`src/rtl/if_fetch_ctrl.sv`:
```
// Instruction-fetch control: owns the PC, issues single-outstanding imem
// requests, fills the IF/ID register through a one-entry hold buffer.
//
// state   | meaning
// FETCH   | request at pc_o is presented; waiting for grant
// WAIT    | one request in flight; waiting for its response
// HOLD    | response parked in hold buffer; decode is stalled
module if_fetch_ctrl #(
  parameter logic [31:0] RESET_PC  = 32'h0000_0000,
  parameter logic [31:0] NOP_INSTR = 32'h0000_0013
) (
  input  logic        clk,
  input  logic        rst_n,
  output logic [31:0] pc_o,
  input  logic [31:0] pc_plus4_i,
  output logic        imem_req_o,
  output logic [31:0] imem_addr_o,
  input  logic        imem_gnt_i,
  input  logic        imem_rvalid_i,
  input  logic [31:0] imem_rdata_i,
  input  logic        redirect_i,
  input  logic [31:0] redirect_pc_i,
  input  logic        id_stall_i,
  output logic        ifid_valid_o,
  output logic [31:0] ifid_pc_o,
  output logic [31:0] ifid_instr_o,
  output logic        misalign_o
);

  typedef enum logic [1:0] {
    S_FETCH = 2'd0,
    S_WAIT  = 2'd1,
    S_HOLD  = 2'd2
  } state_t;

  state_t      state;
  logic [31:0] req_pc;
  logic        hold_valid;
  logic [31:0] hold_pc;
  logic [31:0] hold_instr;
  logic        discard;

  logic        accepting;
  logic        gnt_ok;
  logic        rsp_take;
  logic [31:0] redir_pc;

  assign imem_addr_o = pc_o;
  assign accepting   = !ifid_valid_o || !id_stall_i;
  // a grant only counts against a request we are actually presenting
  assign gnt_ok      = imem_req_o && imem_gnt_i;
  assign rsp_take    = (state == S_WAIT) && imem_rvalid_i && !discard;
  assign redir_pc    = {redirect_pc_i[31:2], 2'b00};

  always_ff @(posedge clk or negedge rst_n) begin
    if (!rst_n) begin
      state        <= S_FETCH;
      pc_o         <= RESET_PC;
      req_pc       <= RESET_PC;
      imem_req_o   <= 1'b0;
      hold_valid   <= 1'b0;
      hold_pc      <= 32'h0;
      hold_instr   <= NOP_INSTR;
      discard      <= 1'b0;
      ifid_valid_o <= 1'b0;
      ifid_pc_o    <= 32'h0;
      ifid_instr_o <= NOP_INSTR;
      misalign_o   <= 1'b0;
    end else begin
      misalign_o <= redirect_i && (redirect_pc_i[1:0] != 2'b00);

      if (redirect_i) begin
        pc_o         <= redir_pc;
        ifid_valid_o <= 1'b0;
        ifid_instr_o <= NOP_INSTR;
        hold_valid   <= 1'b0;
        case (state)
          S_FETCH: begin
            if (gnt_ok) begin
              // the old-address request is already out; drop its response
              state      <= S_WAIT;
              discard    <= 1'b1;
              imem_req_o <= 1'b0;
            end else begin
              imem_req_o <= 1'b1;
            end
          end
          S_WAIT: begin
            if (imem_rvalid_i) begin
              state      <= S_FETCH;
              discard    <= 1'b0;
              imem_req_o <= 1'b1;
            end else begin
              discard    <= 1'b1;
            end
          end
          default: begin
            state      <= S_FETCH;
            imem_req_o <= 1'b1;
          end
        endcase
      end else begin
        // decode consumed the slot and nothing new arrives: bubble
        if (accepting && !rsp_take && (state != S_HOLD)) begin
          ifid_valid_o <= 1'b0;
          ifid_instr_o <= NOP_INSTR;
        end

        case (state)
          S_FETCH: begin
            if (gnt_ok) begin
              req_pc     <= pc_o;
              pc_o       <= pc_plus4_i;
              state      <= S_WAIT;
              imem_req_o <= 1'b0;
            end else begin
              imem_req_o <= 1'b1;
            end
          end
          S_WAIT: begin
            if (imem_rvalid_i) begin
              if (discard) begin
                discard    <= 1'b0;
                state      <= S_FETCH;
                imem_req_o <= 1'b1;
              end else if (accepting) begin
                ifid_valid_o <= 1'b1;
                ifid_pc_o    <= req_pc;
                ifid_instr_o <= imem_rdata_i;
                state        <= S_FETCH;
                imem_req_o   <= 1'b1;
              end else begin
                hold_valid <= 1'b1;
                hold_pc    <= req_pc;
                hold_instr <= imem_rdata_i;
                state      <= S_HOLD;
                imem_req_o <= 1'b0;
              end
            end
          end
          S_HOLD: begin
            if (accepting) begin
              ifid_valid_o <= hold_valid;
              ifid_pc_o    <= hold_pc;
              ifid_instr_o <= hold_instr;
              hold_valid   <= 1'b0;
              state        <= S_FETCH;
              imem_req_o   <= 1'b1;
            end
          end
          default: begin
            state      <= S_FETCH;
            imem_req_o <= 1'b1;
          end
        endcase
      end
    end
  end

endmodule

```
`config.mk`:
```
export PLATFORM = sky130hd
export DESIGN_NAME = if_fetch_ctrl
export DESIGN_NICKNAME = d
export VERILOG_FILES = /design/src/rtl/if_fetch_ctrl.sv
export SDC_FILE = /design/constraint.sdc
export NUM_CORES = 1
export LEC_CHECK = 0
export ABC_AREA = 1
export CAP_MARGIN = 10
export CORE_ASPECT_RATIO = 1.25
export CORE_UTILIZATION = 45
export DETAILED_ROUTE_END_ITERATION = 8
export PLACE_DENSITY = 0.75
export SLEW_MARGIN = 20
export SYNTH_ARGS = -nofsm -noshare
export SYNTH_HDL_FRONTEND = slang
export SYNTH_SLANG_ARGS = --single-unit
```
`constraint.sdc`:
```
create_clock -name clk -period 4 [get_ports clk]
set_input_delay 0.4 -clock clk [delete_from_list [all_inputs] [get_ports clk]]
set_output_delay 0.4 -clock clk [all_outputs]
set_load 0.1 [all_outputs]
```
==> results of run 1 <==
-- registers in the layout (all words and copies together), names as in the netlist --
signal and count:
req_pc 32, hold_instr 32, misalign_o 1, imem_addr_o 32, discard 1, hold_pc 32, imem_req_o 1, ifid_pc_o 32
state 2, ifid_valid_o 1, ifid_instr_o 32, hold_valid 1
-- Yosys cell counts (2+ instances only) --
cell | count | share of area
inv_2 | 6 | 0.0025
nor2_4 | 2 | 0.0025
inv_1 | 68 | 0.029
o21ai_1 | 20 | 0.011
dfrtp_1 | 193 | 0.55
buf_6 | 7 | 0.0089
nor2_1 | 28 | 0.012
o21ai_2 | 4 | 0.0040
buf_4 | 32 | 0.027
nand2_1 | 311 | 0.13
mux2i_1 | 20 | 0.023
mux2_2 | 3 | 0.0038
buf_1 | 2 | 0.00085
nand3_1 | 44 | 0.025
dfstp_2 | 6 | 0.018
o211ai_1 | 15 | 0.013
ha_1 | 3 | 0.0042
clkbuf_1 | 27 | 0.011
clkbuf_2 | 2 | 0.0011
o22ai_1 | 20 | 0.014
a21oi_1 | 47 | 0.027
a31oi_1 | 5 | 0.0035
buf_2 | 21 | 0.012
o21ai_0 | 103 | 0.058
-- how the worst max path moves through the flow --
stage / endpoint / start / slack, ps
6_report: hold_instr[29]$_DFFE_PN0P_ / state[1]$_DFFE_PN0P_ / 1290
3_5_place_dp: hold_pc[9]$_DFFE_PN0P_ / id_stall_i / 1220
5_1_grt: hold_pc[5]$_DFFE_PN0P_ / state[1]$_DFFE_PN0P_ / 1120
4_1_cts: hold_instr[20]$_DFFE_PN0P_ / state[1]$_DFFE_PN0P_ / 1340
2_1_floorplan: hold_pc[14]$_DFFE_PN0P_ / ifid_valid_o$_DFF_PN0_ / 1920
3_3_place_gp: req_pc[9]$_DFFE_PN0P_ / redirect_i / 1320
-- area by class of cell --
type,count,area (sq um)
Multi-Input combinational cell,634,3040
Clock inverter,15,193
Fill cell,1633,7300
Tap cell,261,327
Sequential cell,199,4990
Timing Repair Buffer,246,2440
Clock buffer,17,425
Inverter,74,278
-- layer usage --
layer	share of wire	global-route usage
met3	0.061	0.0458
met4	0.019	0.0806
met5	0	0
met1	0.42	0.283
met2	0.50	0.387
-- cells in the final DEF, fill, tap and decap left out --
cell	Yosys	layout
a21oi_1	47	47
a31oi_1	5	5
buf_12	0	1
buf_2	21	1
buf_4	32	13
buf_8	0	1
bufinv_16	0	3
clkbuf_16	0	17
clkdlybuf4s50_1	0	230
clkinv_4	0	3
clkinvlp_4	0	4
dfrtp_1	193	193
dfstp_2	6	6
ha_1	3	2
ha_2	0	1
inv_1	68	68
inv_2	6	6
inv_6	0	4
inv_8	0	1
mux2_2	3	3
mux2i_1	20	20
nand2_1	311	310
nand2_2	1	2
nand2_4	1	1
nand3_1	44	44
nand3_2	1	1
nand3_4	1	1
nand4_1	1	1
nor2_1	28	27
nor2_2	1	2
nor2_4	2	2
o211ai_1	15	15
o211ai_4	1	1
o21a_1	1	1
o21ai_0	103	103
o21ai_1	20	20
o21ai_2	4	4
o22ai_1	20	20
o31ai_1	1	1
-- where the power goes --
| part | internal [uW] | switching, uW |
|---|---|---|
| Combinational | 1140 | 3800 |
| Clock | 999 | 797 |
| Sequential | 2480 | 312 |
| Total | 4610 | 4910 |
-- stage by stage --
stage | instances | util | hold slack, ps
floorplan | 998 | - | 104
global placement | 1414 | 0.583 | 450
detailed placement | 1414 | 0.583 | 459
CTS | 1446 | 0.616 | 189
global route | 1446 | 0.616 | 171
finish | 1446 | 0.616 | 92.9
-- logic make-up (layout without fill, tap and decap cells) --
logic type	count (synthesis)	in the layout	share of synthesized area
muxes	23	23	0.0265
and+or+nand+nor	391	391	0.178
DFF	199	199	0.564
AOI/OAI and AO/OA	217	217	0.135
buffers and inverters	165	352	0.0928
adders and majority gates	3	3	0.00424
-- worst reg2reg max path, cell delays in order (launching register included) --
cell and delay, ps:
dfrtp_1 390, inv_1 100, ha_1 380, nand3_4 240
nor2_4 910, inv_2 110, buf_12 240, nand2_1 120
o21ai_0 80
==> impl_metrics.ini, run 1 <==
[route]
wl_per_cell_microns = 15.4
drc = 0
vias_per_cell = 5.06
dr.pass1.iters = 4
totalWireLength_microns = 22200
vias = 7320
antenna_left = 0
initialDrtViolationCount = 395

[clocking]
htree_levels = 4
cts_max_path_buffers = 2
hold_buffers = 0
cts.sinks = 199
cts-resized-gates = 0
cts_buffers = 17
cts_tree = yes
cts-root-buf = clkbuf_16
cts_setup_buffers = 0
clkTransAtPathRegs_ps = 70
clk_latency_ps = 440

[timing]
fin_ws_ps = 1290
post-route-period-util = 0.676
setup_tns_ps = 0
finalHoldViolCount = 0
finalMaxSlewViolations = 0
finalSetupViolCount = 0
fmax_mhz = 370
grt_setup_unrepaired = false
min_period_ps = 2710
tightest_slew_ps = 1110
slew_headroom = 0.258
skew_ps = 8.94

[yosys]
ys_warn_count = 0
syn_nets = 1103
synth.distinct_cells = 33
avgSynthCellArea_sq_um = 8.86
synth_edf_count = 0
async_flop_share = 1.00
ys.flop_type = dfrtp_1
syn_inst = 998
syn-cell-area_sq_mm = 0.00884
ys_ff_latch = 199
seq_area_frac_synth = 0.564

[global_routing]
grt_max_degree = 133
grt_pass1_vias = 7203
antenna_found_initial = 0
grt_usage = 0.227
grt_overflow_total = 0
grt_pass1_wl_microns = 36000

[setup_path]
reg2reg_to = hold_instr[29]$_DFFE_PN0P_
end_kind = flip-flop
reg2reg_slack_ps = 1290
cp_cell_sequence = inv_1 -> ha_1 -> nand3_4 -> nor2_4 -> inv_2 -> buf_12 -> nand2_1 -> o21ai_0
path_max_fanout = 67
crit_cells = 8
crit_family = simple AND/OR/NAND/NOR gates
cp_num_buf_inv = 3
critical_path_arrival_ps = 3010
crit_slowest_cell = nor2_4
r2r_start = state[1]$_DFFE_PN0P_
critPathLaunchType = flip-flop
critPathKind = reg -> reg
critical-path-max-stage-delay_ps = 910
rr_worst_depth = 8
required_ps = 4300

[floorplan]
die_h_microns = 159
fp.dieW_microns = 127
core_sq_mm = 0.0190
pin_count = 233
die-area_sq_mm = 0.0202
row_count = 56
start_util = 0.466

[outcome]
status = finished clean

[power]
ir_drop_v = 0.000515
power.total_uw = 9520
power.density_mw_per_mm2 = 814
leakagePower_uw = 0.00529

[worst_hold_path]
hp-class = in -> async

[layout]
final_area_sq_mm = 0.0117
drive_gt1_frac = 0.0658
diodes = 0
area_growth_pct = 32.2
final_nets = 1277

[flow_run]
maxCapViolations = 0

[placed_design]
pre_cts_slack_ps = 1220
dpl_cell_area_sq_mm = 0.0111
hpwl_microns = 15100
io_buffers = 232
place_congestion = 0.808
(Power assumes the default switching activity.)
==> run 2: changes to the inputs <==
clock period = 2.5 ns   (was 4 ns; I/O delays follow)
==> run 2 against run 1 <==
Net effect:
- count of clock-buffer cells in the layout is 3 higher
- first-iteration DRC count is 10% higher
- maximum frequency is 25% higher
- sequential share of layout area is 1.2 points higher
- global-route usage is 0.63 points lower
- power is 56% higher
- largest power group unchanged
- highest routed layer unchanged
- cell count is 0.28% higher
- wire length is 2.1% lower
==> impl_metrics.ini, run 2 (synthesis gave the netlist of run 1 again) <==
[outcome]
status = finished clean

[route]
dr.pass1.iters = 5
vias_per_cell = 5.04
initialDrtViolationCount = 436
drc = 0
totalWireLength_microns = 21800
antenna_left = 0
vias = 7301
wl_per_cell_microns = 15.0

[setup_path]
critPathLaunchType = flip-flop
critPathKind = reg -> reg
critical_path_arrival_ps = 2500
required_ps = 2830
path_max_fanout = 46
end_kind = flip-flop

[timing]
slew_headroom = 0.552
grt_setup_unrepaired = false
setup_tns_ps = 0
skew_ps = 7.82
tightest_slew_ps = 671
finalMaxSlewViolations = 0
post-route-period-util = 0.865
finalSetupViolCount = 0
min_period_ps = 2160
fmax_mhz = 462
finalHoldViolCount = 0

[global_routing]
grt_pass1_vias = 6972
grt_max_degree = 77
antenna_found_initial = 0
grt_overflow_total = 0
grt_usage = 0.220
grt_pass1_wl_microns = 35300

[power]
pwr-share-clk = 0.178
switchingPower_uw = 7780
power.density_mw_per_mm2 = 1300
p_seq_frac = 0.300
leakagePower_uw = 0.00547
combPwrFrac = 0.521
p_sw_frac = 0.524
ir_drop_v = 0.000847
internal_power_uw = 7070

[clocking]
cts_buffers = 17
cts.sinks = 199
cts_tree = yes
cts-root-buf = clkbuf_16
clkTransAtPathRegs_ps = 70
cts_max_path_buffers = 2
clk_latency_ps = 420
htree_levels = 4

[layout]
final_nets = 1281
stdcell_count = 1450
drive_gt1_frac = 0.178
area_growth_pct = 28.7
fillers = 1647
final_common_cell = nand2_1
layout_common_cells = nand2_1, dfrtp_1, buf_4
diodes = 0

[floorplan]
core_sq_mm = 0.0190
die_h_microns = 159
row_count = 56
start_util = 0.466
pin_count = 233
fp.dieW_microns = 127
die-area_sq_mm = 0.0202

[placed_design]
placed_cells = 1417
hpwl_microns = 15200
place_congestion = 0.786
io_buffers = 232

[worst_hold_path]
hp-class = in -> reg

[flow_run]
maxCapViolations = 0
-- run 2: final timing paths --
path | start | to | slack [ps] | cells past startpoint
worst min-delay path | redirect_i | ifid_instr_o[9]$_DFF_PN0_ | 190 | 2
worst max-delay path | state[1]$_DFFE_PN0P_ | ifid_pc_o[18]$_DFFE_PN0P_ | 340 | 7
worst min register to register | hold_pc[2]$_DFFE_PN0P_ | hold_pc[2]$_DFFE_PN0P_ | 480 | 2
max in group asynchronous | rst_n | imem_addr_o[2]$_DFFE_PN0P_ | 1260 | 3
min in group asynchronous | rst_n | discard$_DFFE_PN0P_ | 410 | 2
worst max register to register | state[1]$_DFFE_PN0P_ | ifid_pc_o[18]$_DFFE_PN0P_ | 340 | 7
-- run 2: through the flow --
stage	total power (uW)	util	worst slack [ps]	area, sq um	hold slack (ps)
2_1_floorplan	10600	-	417	8840	-45.6
3_3_place_gp	12200	0.568	297	10800	322
3_5_place_dp	12300	0.568	171	10800	322
4_1_cts	15000	0.599	196	11400	162
5_1_grt	15600	0.599	149	11400	190
6_report	14800	0.599	338	11400	187
-- run 2: power by group through the flow --
| stage | combinational, uW | clock, uW | sequential (uW) |
|---|---|---|---|
| detailed placement | 7780 | 0 | 4510 |
| floorplan | 3240 | 0 | 7370 |
| finish | 7740 | 2650 | 4460 |
| CTS | 7800 | 2710 | 4460 |
| global placement | 7720 | 0 | 4490 |
| global route | 8200 | 2840 | 4550 |
-- run 2: critical path, cell delays in order, from the launching register on --
cell and delay, ps:
dfrtp_1 390, inv_1 100, ha_1 400, nor2_1 180, o211ai_4 530, buf_12 280, nand2_1 70, o21ai_0 90
-- run 2: per-layer routing --
metal	part of all wire	track usage
met3	0.062	0.0448
met5	0	0
met2	0.51	0.381
met4	0.016	0.0639
met1	0.41	0.276
-- run 2: what timing repair did --
| action | 4_1_cts | 5_1_grt |
|---|---|---|
| gates resized for setup | 0 | 2 |
| hold buffers | 1 | 0 |
| endpoints found under the setup margin | 0 | 45 |
| setup buffers | 0 | 0 |
| endpoints found under the hold margin | 72 | 0 |
-- run 2: cell type report --
cell class | instances | area, sq um | area share
Inverter | 74 | 280 | 0.0246
Clock buffer | 20 | 457 | 0.0401
Tap cell | 261 | 327 | 0.0287
Multi-Input combinational cell | 634 | 3050 | 0.268
Timing Repair Buffer | 250 | 2170 | 0.191
Clock inverter | 12 | 118 | 0.0103
Sequential cell | 199 | 4990 | 0.438
